$ cat config.mk
export PLATFORM = sky130hd
export DESIGN_NAME = glyph_pipe
export DESIGN_NICKNAME = d
export VERILOG_FILES = /design/src/rtl/glyph_pipe.sv
export SDC_FILE = /design/constraint.sdc
export NUM_CORES = 1
export LEC_CHECK = 0
export ABC_AREA = 1
export CORE_ASPECT_RATIO = 1.2
export CORE_MARGIN = 2
export CORE_UTILIZATION = 43
export CTS_BUF_LIST = sky130_fd_sc_hd__clkbuf_4
export CTS_CLUSTER_SIZE = 28
export DETAILED_ROUTE_END_ITERATION = 8
export PLACE_DENSITY = 0.85
export SLEW_MARGIN = 20
export SYNTH_ARGS = -nofsm -noshare
export SYNTH_HDL_FRONTEND = slang
export SYNTH_SLANG_ARGS = --single-unit
$ cat constraint.sdc
create_clock -name clk -period 1.3 [get_ports clk]
set_clock_uncertainty 0.1 [all_clocks]
set_input_delay 0.39 -clock clk [delete_from_list [all_inputs] [get_ports clk]]
set_output_delay 0.39 -clock clk [all_outputs]
set_load 0.1 [all_outputs]
$ cat src/rtl/glyph_pipe.sv
// glyph_pipe -- text-mode pixel pipeline for the VGA character display.
//
// Each cycle a raster coordinate is mapped to a text cell. The character code
// is read from a synchronous text RAM, and the glyph row is then read from a
// synchronous font ROM. One monochrome pixel is emitted, with a fixed latency
// of 4 cycles and a throughput of one pixel per cycle.
//
// Optional feature macro: GLYPH_CURSOR_EN
//   When defined, the cell at (cursor_col, cursor_row) is inverted during the
//   odd blink phase. The blink phase toggles every BLINK_FRAMES frame starts.
//   When undefined, no cursor logic is built.
//
// Ports:
//   clk         pixel clock, rising edge
//   rst_n       asynchronous active-low reset
//   horizontal  pixel column
//   vertical    pixel line
//   in_valid    coordinate lies in the active display
//   txtAddr     text RAM read address (row*COLS + col)
//   ascii       text RAM read data, 1-cycle latency
//   glyphAddr   font ROM address {char, glyph line}
//   bitmap      font ROM row, 1-cycle latency, MSB = leftmost pixel
//   cursor_col  cursor column (cell units)
//   cursor_row  cursor row (cell units)
//   pix         output pixel, 1 = foreground
//   pix_valid   pix is meaningful
module glyph_pipe #(
  parameter int COLS         = 80,
  parameter int ROWS         = 60,
  parameter int GLYPH_W_LOG2 = 3,
  parameter int GLYPH_H_LOG2 = 3,
  parameter int CHAR_W       = 8,
  parameter int TXT_AW       = 13,
  parameter int BLINK_FRAMES = 30
) (
  input  logic                           clk,
  input  logic                           rst_n,
  input  logic [9:0]                     horizontal,
  input  logic [8:0]                     vertical,
  input  logic                           in_valid,
  output logic [TXT_AW-1:0]              txtAddr,
  input  logic [CHAR_W-1:0]              ascii,
  output logic [CHAR_W+GLYPH_H_LOG2-1:0] glyphAddr,
  input  logic [(1<<GLYPH_W_LOG2)-1:0]   bitmap,
  input  logic [7:0]                     cursor_col,
  input  logic [7:0]                     cursor_row,
  output logic                           pix,
  output logic                           pix_valid
);

  localparam int XW = GLYPH_W_LOG2;
  localparam int YW = GLYPH_H_LOG2;

  logic [9:0]    col;
  logic [8:0]    row;
  logic [31:0]   addr_full;
  logic          coord_ok;
  logic [XW-1:0] xoff;
  logic [YW-1:0] yoff;
  logic          cursor_match;

  assign col       = horizontal >> GLYPH_W_LOG2;
  assign row       = vertical >> GLYPH_H_LOG2;
  assign addr_full = 32'(row) * 32'(COLS) + 32'(col);
  assign coord_ok  = in_valid && (32'(col) < 32'(COLS)) && (32'(row) < 32'(ROWS));
  assign xoff      = horizontal[XW-1:0];
  assign yoff      = vertical[YW-1:0];

`ifdef GLYPH_CURSOR_EN
  localparam int FW = (BLINK_FRAMES > 1) ? $clog2(BLINK_FRAMES) : 1;

  logic [FW-1:0] frame_cnt;
  logic          blink_phase;
  logic          frame_start;

  assign frame_start = in_valid && (horizontal == 10'd0) && (vertical == 9'd0);

  always_ff @(posedge clk or negedge rst_n) begin
    if (!rst_n) begin
      frame_cnt   <= '0;
      blink_phase <= 1'b0;
    end else if (frame_start) begin
      if (frame_cnt == FW'(BLINK_FRAMES - 1)) begin
        frame_cnt   <= '0;
        blink_phase <= ~blink_phase;
      end else begin
        frame_cnt <= frame_cnt + FW'(1);
      end
    end
  end

  assign cursor_match = (col == {2'b00, cursor_col}) &&
                        (row == {1'b0, cursor_row}) && blink_phase;
`else
  // Cursor disabled: the inputs are folded into a constant-zero term.
  assign cursor_match = &{1'b0, cursor_col, cursor_row, (BLINK_FRAMES > 0)};
`endif

  // Side-band pipeline: a (after E0), b (E1), c (E2), d (E3).
  logic [XW-1:0] a_xoff, b_xoff, c_xoff, d_xoff;
  logic [YW-1:0] a_yoff, b_yoff;
  logic          a_valid, b_valid, c_valid, d_valid;
  logic          a_cur, b_cur, c_cur, d_cur;

  always_ff @(posedge clk or negedge rst_n) begin
    if (!rst_n) begin
      txtAddr   <= '0;
      glyphAddr <= '0;
      pix       <= 1'b0;
      pix_valid <= 1'b0;
      a_xoff    <= '0;
      b_xoff    <= '0;
      c_xoff    <= '0;
      d_xoff    <= '0;
      a_yoff    <= '0;
      b_yoff    <= '0;
      a_valid   <= 1'b0;
      b_valid   <= 1'b0;
      c_valid   <= 1'b0;
      d_valid   <= 1'b0;
      a_cur     <= 1'b0;
      b_cur     <= 1'b0;
      c_cur     <= 1'b0;
      d_cur     <= 1'b0;
    end else begin
      // Stage A: address the text RAM. The address holds on blank samples.
      if (coord_ok) txtAddr <= addr_full[TXT_AW-1:0];
      a_xoff  <= xoff;
      a_yoff  <= yoff;
      a_valid <= coord_ok;
      a_cur   <= coord_ok & cursor_match;
      // Stage B: text RAM read in flight.
      b_xoff  <= a_xoff;
      b_yoff  <= a_yoff;
      b_valid <= a_valid;
      b_cur   <= a_cur;
      // Stage C: the character code is available; address the font ROM.
      glyphAddr <= {ascii, b_yoff};
      c_xoff    <= b_xoff;
      c_valid   <= b_valid;
      c_cur     <= b_cur;
      // Stage D: font ROM read in flight.
      d_xoff  <= c_xoff;
      d_valid <= c_valid;
      d_cur   <= c_cur;
      // Stage E: select the pixel. ~xoff equals (width-1-xoff) for a
      // power-of-two width, so MSB is the leftmost pixel.
      pix       <= d_valid & (bitmap[~d_xoff] ^ d_cur);
      pix_valid <= d_valid;
    end
  end

endmodule

==> run summary <==
The flow ran to the end, but the final reports show violations. The checks that failed: negative setup slack. The footprint of the multi-input gates is 779 µm². The xor-xnor portion of the synthesized cell area came out at 0.0186. The worst min-delay path category is reg -> reg. The number of antenna diodes in the final layout is 0. In the synthesized netlist, the cells that appear most often are sky130_fd_sc_hd__nand2_1, sky130_fd_sc_hd__dfrtp_1, sky130_fd_sc_hd__ha_1, sky130_fd_sc_hd__nor2_1, sky130_fd_sc_hd__inv_1. The buffer and inverter count on the worst path is 1.

The violation count after the first detailed-route iteration is 62. In this run the number of H-tree levels came out at 2. The synthesized area divided by synthesized cell count is 11.0 µm². The time the final worst path needs with I/O delays and setup came out at 2010 ps. The layout overhead on the synthesized area is 76.1%. The most used flip-flop cell after synthesis is sky130_fd_sc_hd__dfrtp_1. The synthesized netlist occupies a cell area of 0.00188 mm². The share of layout cells above drive strength 1 came out at 0.433. The number of DRC violations after detailed routing is 0. The number of synthesized register bits came out at 48. The maximum net fanout on the critical path is 3. The global routing met2 resource utilization came out at 0.371. The count of cell types in the netlist came out at 24.

In this run the clock root is driven by a sky130_fd_sc_hd__clkbuf_4. The number of antenna violations at the first check in global routing is 0. The cell seen most often among critical-path stages is sky130_fd_sc_hd__nand2_1. The overall die width is 64.4 µm. Of the total synthesized cell area, the portion taken by AND, OR, NAND and NOR gates is 0.168.

At the end of routability-driven placement, the weighted congestion stood at 0.746. The setup violation total in the final timing report came out at 32. The slew at the pin closest to its max-slew limit is 349 ps. The via count of the routed design is 1570. The area share of fa/ha/maj cells after synthesis is 0.0944. After routing the design area is 0.00331 mm². The post-synthesis net count is 238.

Among all stages on the critical path, the largest delay is contributed by sky130_fd_sc_hd__fa_2. Based on the critical path, the design can be clocked at up to 497 MHz. The layout filler cell count came out at 222. For this run, the number of Yosys warnings is 0.

The critical path in this run is classified as in -> reg. Across the run, the number of max-cap violations was 0. The TritonCTS clock tree is done.

The antenna violation net count after detailed routing is 0. For this run, asynchronously set or reset flops after synthesis account for 1.00. In the final design database the tool counted 327 nets. The number of synthesized flops with an enable pin came out at 0. The family with the most delay on the worst path is adder cells.

The delay contributed by the slowest stage of the critical path came out at 540 ps. The number of search-and-repair iterations in the first detailed-routing pass is 4. Measured along the y axis, the die boundary spans 76.5 µm. The kind of start point of the critical path is a primary input.

met2 is the most crowded layer. The required time at the worst-slack endpoint is 1510 ps. sky130_fd_sc_hd__nand2_1 is the most common cell in the netlist. For met1 alone, demand over resource in global routing was 0.226. The area of all sequential standard cells is 0.00123 mm². The number of hold-slack violations in the final timing report came out at 0. The core area is 0.00423 mm².

The post-detailed-placement half-perimeter wirelength is 3370 µm. The post-route non-filler standard cell count came out at 317. The mean number of vias per cell is 4.95. The cell count after synthesis is 171. The fraction of the cycle the final worst path needs is 1.55. The fraction of the mapped netlist area in compound gates is 0.0452.

The floorplan die area came out at 0.00492 mm². Summed over all layers, the routed wires come to 5060 µm. The number of buffer cells added on primary ports is 63. The total routing resource utilization after global routing is 0.204.

The number of global-route vias before repair is 1595. The share of the Yosys chip area taken by registers is 0.638. The worst slew margin relative to its limit came out at 0.766. The sum of overflow across all layers after global routing is 0. The detailed-route wire length per cell came out at 16.0 µm.

The dominant cell type by area after synthesis is sky130_fd_sc_hd__dfrtp_1. The first global-routing pass estimated 7710 µm of wire. The number of buffers created by CTS came out at 5. The final max-slew violation count is 0. In the global route stage, met3 resource usage came out at 0.0502. The starting utilization of the core area came out at 0.445. The area share of the largest cell type after synthesis came out at 0.638. Ranked by total cell area, the synthesized netlist is headed by sky130_fd_sc_hd__dfrtp_1, sky130_fd_sc_hd__nand2_1, sky130_fd_sc_hd__ha_1. The clock latency of the later-clocked register in the worst-skew pair came out at 360 ps. The maximum clock insertion buffer count came out at 2.

The maximum number of pins on one net before global-route repair came out at 49. The maximum resistive drop on vdd is 971 µV. The clock-pin slew on the worst setup and hold paths is 150 ps. After synthesis, the largest family of logic cells by area is simple AND/OR/NAND/NOR gates. The critical path goes through buf_6 -> ha_4 -> ha_4 -> fa_2 -> nand2_2 -> nor2_2 -> nand2_2 -> a21oi_2 -> nand2_1 -> nand2_1 -> nand3_1 -> nand2_1. The final worst setup slack is -713 ps. The total power after layout is 4.74 mW. The standby leakage power came out at 1.51 nW.

The placed instance count is 302. The number of top-level pins is 80. The clock sink count is 48. The worst setup path is captured at a flop. In this run the cell area measured after placement is 0.00305 mm². The share of synthesized area spent on multiplexers is 0.00532.

The number of cell rows came out at 26. For this design the ratio of total power to cell area is 1430 mW/mm². STA puts the critical path data arrival time at 2220 ps. Setup repair after global routing could not meet its margin everywhere.
[cell type report]
cell class	instances	area share
flip-flops and latches	48	0.372
repair buffers	84	0.328
multi-input cells	111	0.235
well taps	56	0.0211
clock inverters	3	0.0208
clock buffers	5	0.0113
inverters	10	0.0113
[state kept, by name, indices dropped and copies added, names as in the netlist]
register,cells
pix_valid,1
a_xoff,3
a_valid,1
b_xoff,3
c_xoff,3
d_valid,1
d_xoff,3
b_yoff,3
a_yoff,3
c_valid,1
b_valid,1
txtAddr,13
glyphAddr,11
pix,1
[worst reg2reg max path, cell delays in order (launching register included)]
cell and delay [ps]:
sky130_fd_sc_hd__dfrtp_1 450, sky130_fd_sc_hd__nor2_1 140, sky130_fd_sc_hd__nor2_1 50, sky130_fd_sc_hd__o21a_1 100
sky130_fd_sc_hd__o21ai_0 150, sky130_fd_sc_hd__nor2_1 70
[per-layer routing]
| layer | share of wire | vias to the layer above |
|---|---|---|
| met4 | 0.026 | 0 |
| met2 | 0.55 | 75 |
| met3 | 0.055 | 14 |
| li1 | - | 724 |
| met1 | 0.37 | 757 |
| met5 | 0 | - |
[report_power, final]
| part | leakage (nW) | internal [mW] | switching [mW] |
|---|---|---|---|
| Clock | 0.0558 | 0.605 | 0.471 |
| Sequential | 0.547 | 1.65 | 0.125 |
| Combinational | 0.908 | 0.750 | 1.14 |
| Total | 1.51 | 3.00 | 1.74 |
[cells by family after synthesis]
logic type,after synthesis
xor+xnor,4
fa+ha+maj,13
flops,48
mux,1
compound gates,14
simple gates,79
buf+inv,12
[layout by cell type, fill, tap and decap left out, types with 6 or more instances in the layout]
master and n:
sky130_fd_sc_hd__buf_12 28, sky130_fd_sc_hd__nand2_2 6, sky130_fd_sc_hd__clkdlybuf4s50_1 27, sky130_fd_sc_hd__inv_1 9, sky130_fd_sc_hd__dfrtp_2 26, sky130_fd_sc_hd__ha_4 8
sky130_fd_sc_hd__dfrtp_1 22, sky130_fd_sc_hd__buf_4 15, sky130_fd_sc_hd__nor2_1 9, sky130_fd_sc_hd__nand2_1 52
[final timing paths]
path                            cells after the start   startpoint      endpoint  slack, ps
worst max-delay path                               12  vertical[4]   txtAddr[11]       -710
worst min-delay path                                0      a_valid       b_valid        250
worst max register to register                      5    d_xoff[0]           pix        130
worst min register to register                      0      a_valid       b_valid        250
max in group asynchronous                           3        rst_n  glyphAddr[5]        420
min in group asynchronous                           3        rst_n   txtAddr[11]        440
[per-stage QoR]
step | TNS, ps | utilization | hold slack [ps] | setup WS, ps
3_5_place_dp | -12450 | 0.721 | 235 | -1450
4_1_cts | -6660 | 0.770 | 264 | -576
6_report | -6990 | 0.784 | 251 | -713
5_1_grt | -8500 | 0.784 | 273 | -735
2_1_floorplan | -3420 | - | -5.59 | -813
3_3_place_gp | -11710 | 0.721 | 232 | -1380
[timing repair]
action	in CTS	in global routing
endpoints found under the hold margin	48	0
pin swaps	20	15
resized for setup	43	11
hold buffers	1	0
setup buffers	4	2
setup endpoints to repair	40	37
No activity file was read; power rests on OpenSTA's default activity.
==> variant: new RTL, config.mk and constraints unchanged <==
Put one more register stage on the output `pix`, cleared by the reset. The value now appears one clock later. The other outputs are not delayed to match.
--- a/src/rtl/glyph_pipe.sv
+++ b/src/rtl/glyph_pipe.sv
@@ -50,6 +50,8 @@
 
   localparam int XW = GLYPH_W_LOG2;
   localparam int YW = GLYPH_H_LOG2;
+
+  logic pix_s0;
 
   logic [9:0]    col;
   logic [8:0]    row;
@@ -106,7 +108,7 @@
     if (!rst_n) begin
       txtAddr   <= '0;
       glyphAddr <= '0;
-      pix       <= 1'b0;
+      pix_s0    <= 1'b0;
       pix_valid <= 1'b0;
       a_xoff    <= '0;
       b_xoff    <= '0;
@@ -145,8 +147,16 @@
       d_cur   <= c_cur;
       // Stage E: select the pixel. ~xoff equals (width-1-xoff) for a
       // power-of-two width, so MSB is the leftmost pixel.
-      pix       <= d_valid & (bitmap[~d_xoff] ^ d_cur);
+      pix_s0    <= d_valid & (bitmap[~d_xoff] ^ d_cur);
       pix_valid <= d_valid;
+    end
+  end
+
+  always_ff @(posedge clk or negedge rst_n) begin
+    if (!rst_n) begin
+      pix <= '0;
+    end else begin
+      pix <= pix_s0;
     end
   end
 
Check against the original RTL: not equivalent (Yosys sat finds a counterexample within 10 cycles, from zero or initial values and one cycle with rst_n low).
==> variant against the original RTL <==
- the run still ends with setup timing left
- fmax grew 1.5%
- sequential power increased by 2%
- sequential cell count increased by 1
- non-clock buffer count increased by 1
- total power decreased by 1.2%
- final area grew 2.9%
- wire length grew 5.8%
- area after synthesis rose by 1.3%
- worst hold slack better by 9.2 ps
- setup slack gained 30 ps
- largest cell class unchanged
- largest power group unchanged
==> variant: results (changes against the original RTL) <==
Pre-antenna DRT Iters=4 (unchanged); fin nets=329 (+0.61%); post-synthesis area per instance=11.1 um^2 (+0.74%); critical path arrival=2130 ps (-90 ps); met2 usage=38.9% (+1.8 points); wire length on met2=2840 um (+1.7%); Top Metal Used=met4; Routed WL=5360 um (+5.8%); Cell Int Power=2.89 mW (-3.8%); status=complete, but fails checks; Reg power frac=38.6% (+1.2 points); Worst VDD drop=1.16 mV (+20%); worst setup path start=vertical[6]; Lkg Pwr=1.54 nW (+2.0%); WL met3=300 um (+7.9%); met3 Resource Use GR=4.11% (-0.92 points); layout cells sized above 1=46.0% (+2.7 points); Max stage delay cell, worst path=fa_2; Area contributors post-synth=dfrtp_1 (64%), nand2_1 (11%), ha_1 (7.2%); Filler cells=206 (-7.2%); register area share after synthesis=64.3% (+0.47 points); Hold WS=261 ps (+9.20 ps); Syn Nets=239 (+0.42%); HP Start=b_yoff[2]; fin worst setup slack=-683 ps (+29.7 ps); Synth top cells by count=nand2_1 (56), dfrtp_1 (49), ha_1 (11), nor2_1 (11), inv_1 (9); DP Area=3090 um^2 (+1.5%); grt met1 use=24.7% (+2.1 points); final std cells w/o fill=319 (+0.63%); total power=4.69 mW (-1.2%); total grt overflow=0 (unchanged); Setup Fix Bufs, Post-CTS=5 (+1); Tot GR Track Use=21.7% (+1.2 points); first-pass GRT wire length=8210 um (+6.4%); failing checks=setup timing; count of cell types in the netlist=24 (unchanged); initial antenna violation count=0 (unchanged); vias in the first global route=1728 (+8.3%); pin count of the biggest net entering global routing=35 (-29%); Hold Buf Count CTS=1 (unchanged); DRT iter0 DRCs=83 (+34%); Routability Congestion=0.768 (+3.0%); post-DP HPWL=3460 um (+2.6%); cell with the most instances after synthesis=nand2_1; worst hold path type=reg2reg; slowest stage delay, CP=570 ps (+30 ps); post-cts resize count=51 (+19%); via count=1617 (+3.0%); post-placement cell count=304 (+0.66%); Setup-failing EPs final=32 (unchanged); Clk power=878 uW (-19%); n_diodes=0 (unchanged); Post-Route M1 WL=1990 um (+6.8%); Rel. slew slack=73.2% (-3.4 points)
-- variant: cell count changes after synthesis, sizes merged --
cell   before  now
dfrtp      48   49
-- variant: worst reg2reg max path, delay by kind of cell, from the launching register on --
family / cells / cell delay [ps]
compound gates: 2 / 250
flops: 1 / 450
simple gates: 3 / 240
-- variant: area by class of cell --
| class | count | area (um^2) | area share, % |
|---|---|---|---|
| clock inverters | 3 | 43.8 | 1.28 |
| well taps | 56 | 70.1 | 2.06 |
| inverters | 10 | 37.5 | 1.10 |
| clock buffers | 5 | 37.5 | 1.10 |
| flip-flops and latches | 49 | 1260 | 36.9 |
| repair buffers | 85 | 1120 | 33.0 |
| multi-input cells | 111 | 838 | 24.6 |
-- variant: worst paths after layout --
| path | endpoint | slack, ps | depth (start not counted) |
|---|---|---|---|
| worst min register to register | glyphAddr[2] | 260 | 0 |
| worst min-delay path | glyphAddr[2] | 260 | 0 |
| max in group asynchronous | txtAddr[0] | 460 | 3 |
| worst max-delay path | txtAddr[11] | -680 | 11 |
| worst max register to register | pix_s0 | 170 | 5 |
| min in group asynchronous | glyphAddr[6] | 410 | 3 |
-- variant: stage by stage --
stage,TNS [ps],setup slack [ps]
6_report,-7320,-683
4_1_cts,-6720,-604
2_1_floorplan,-3420,-813
3_3_place_gp,-11780,-1360
3_5_place_dp,-12400,-1420
5_1_grt,-8640,-735
-- variant: cell families (layout without fill, tap and decap cells) --
group	Yosys count	in the layout	synth area share (%)
buffers and inverters	12	103	2.95
multiplexers	1	1	0.525
AO/OA/AOI/OAI	14	14	4.46
AND/OR/NAND/NOR	79	79	16.6
flip-flops	49	49	64.3
adder cells (fa/ha/maj)	13	13	9.32
XOR/XNOR	4	4	1.84
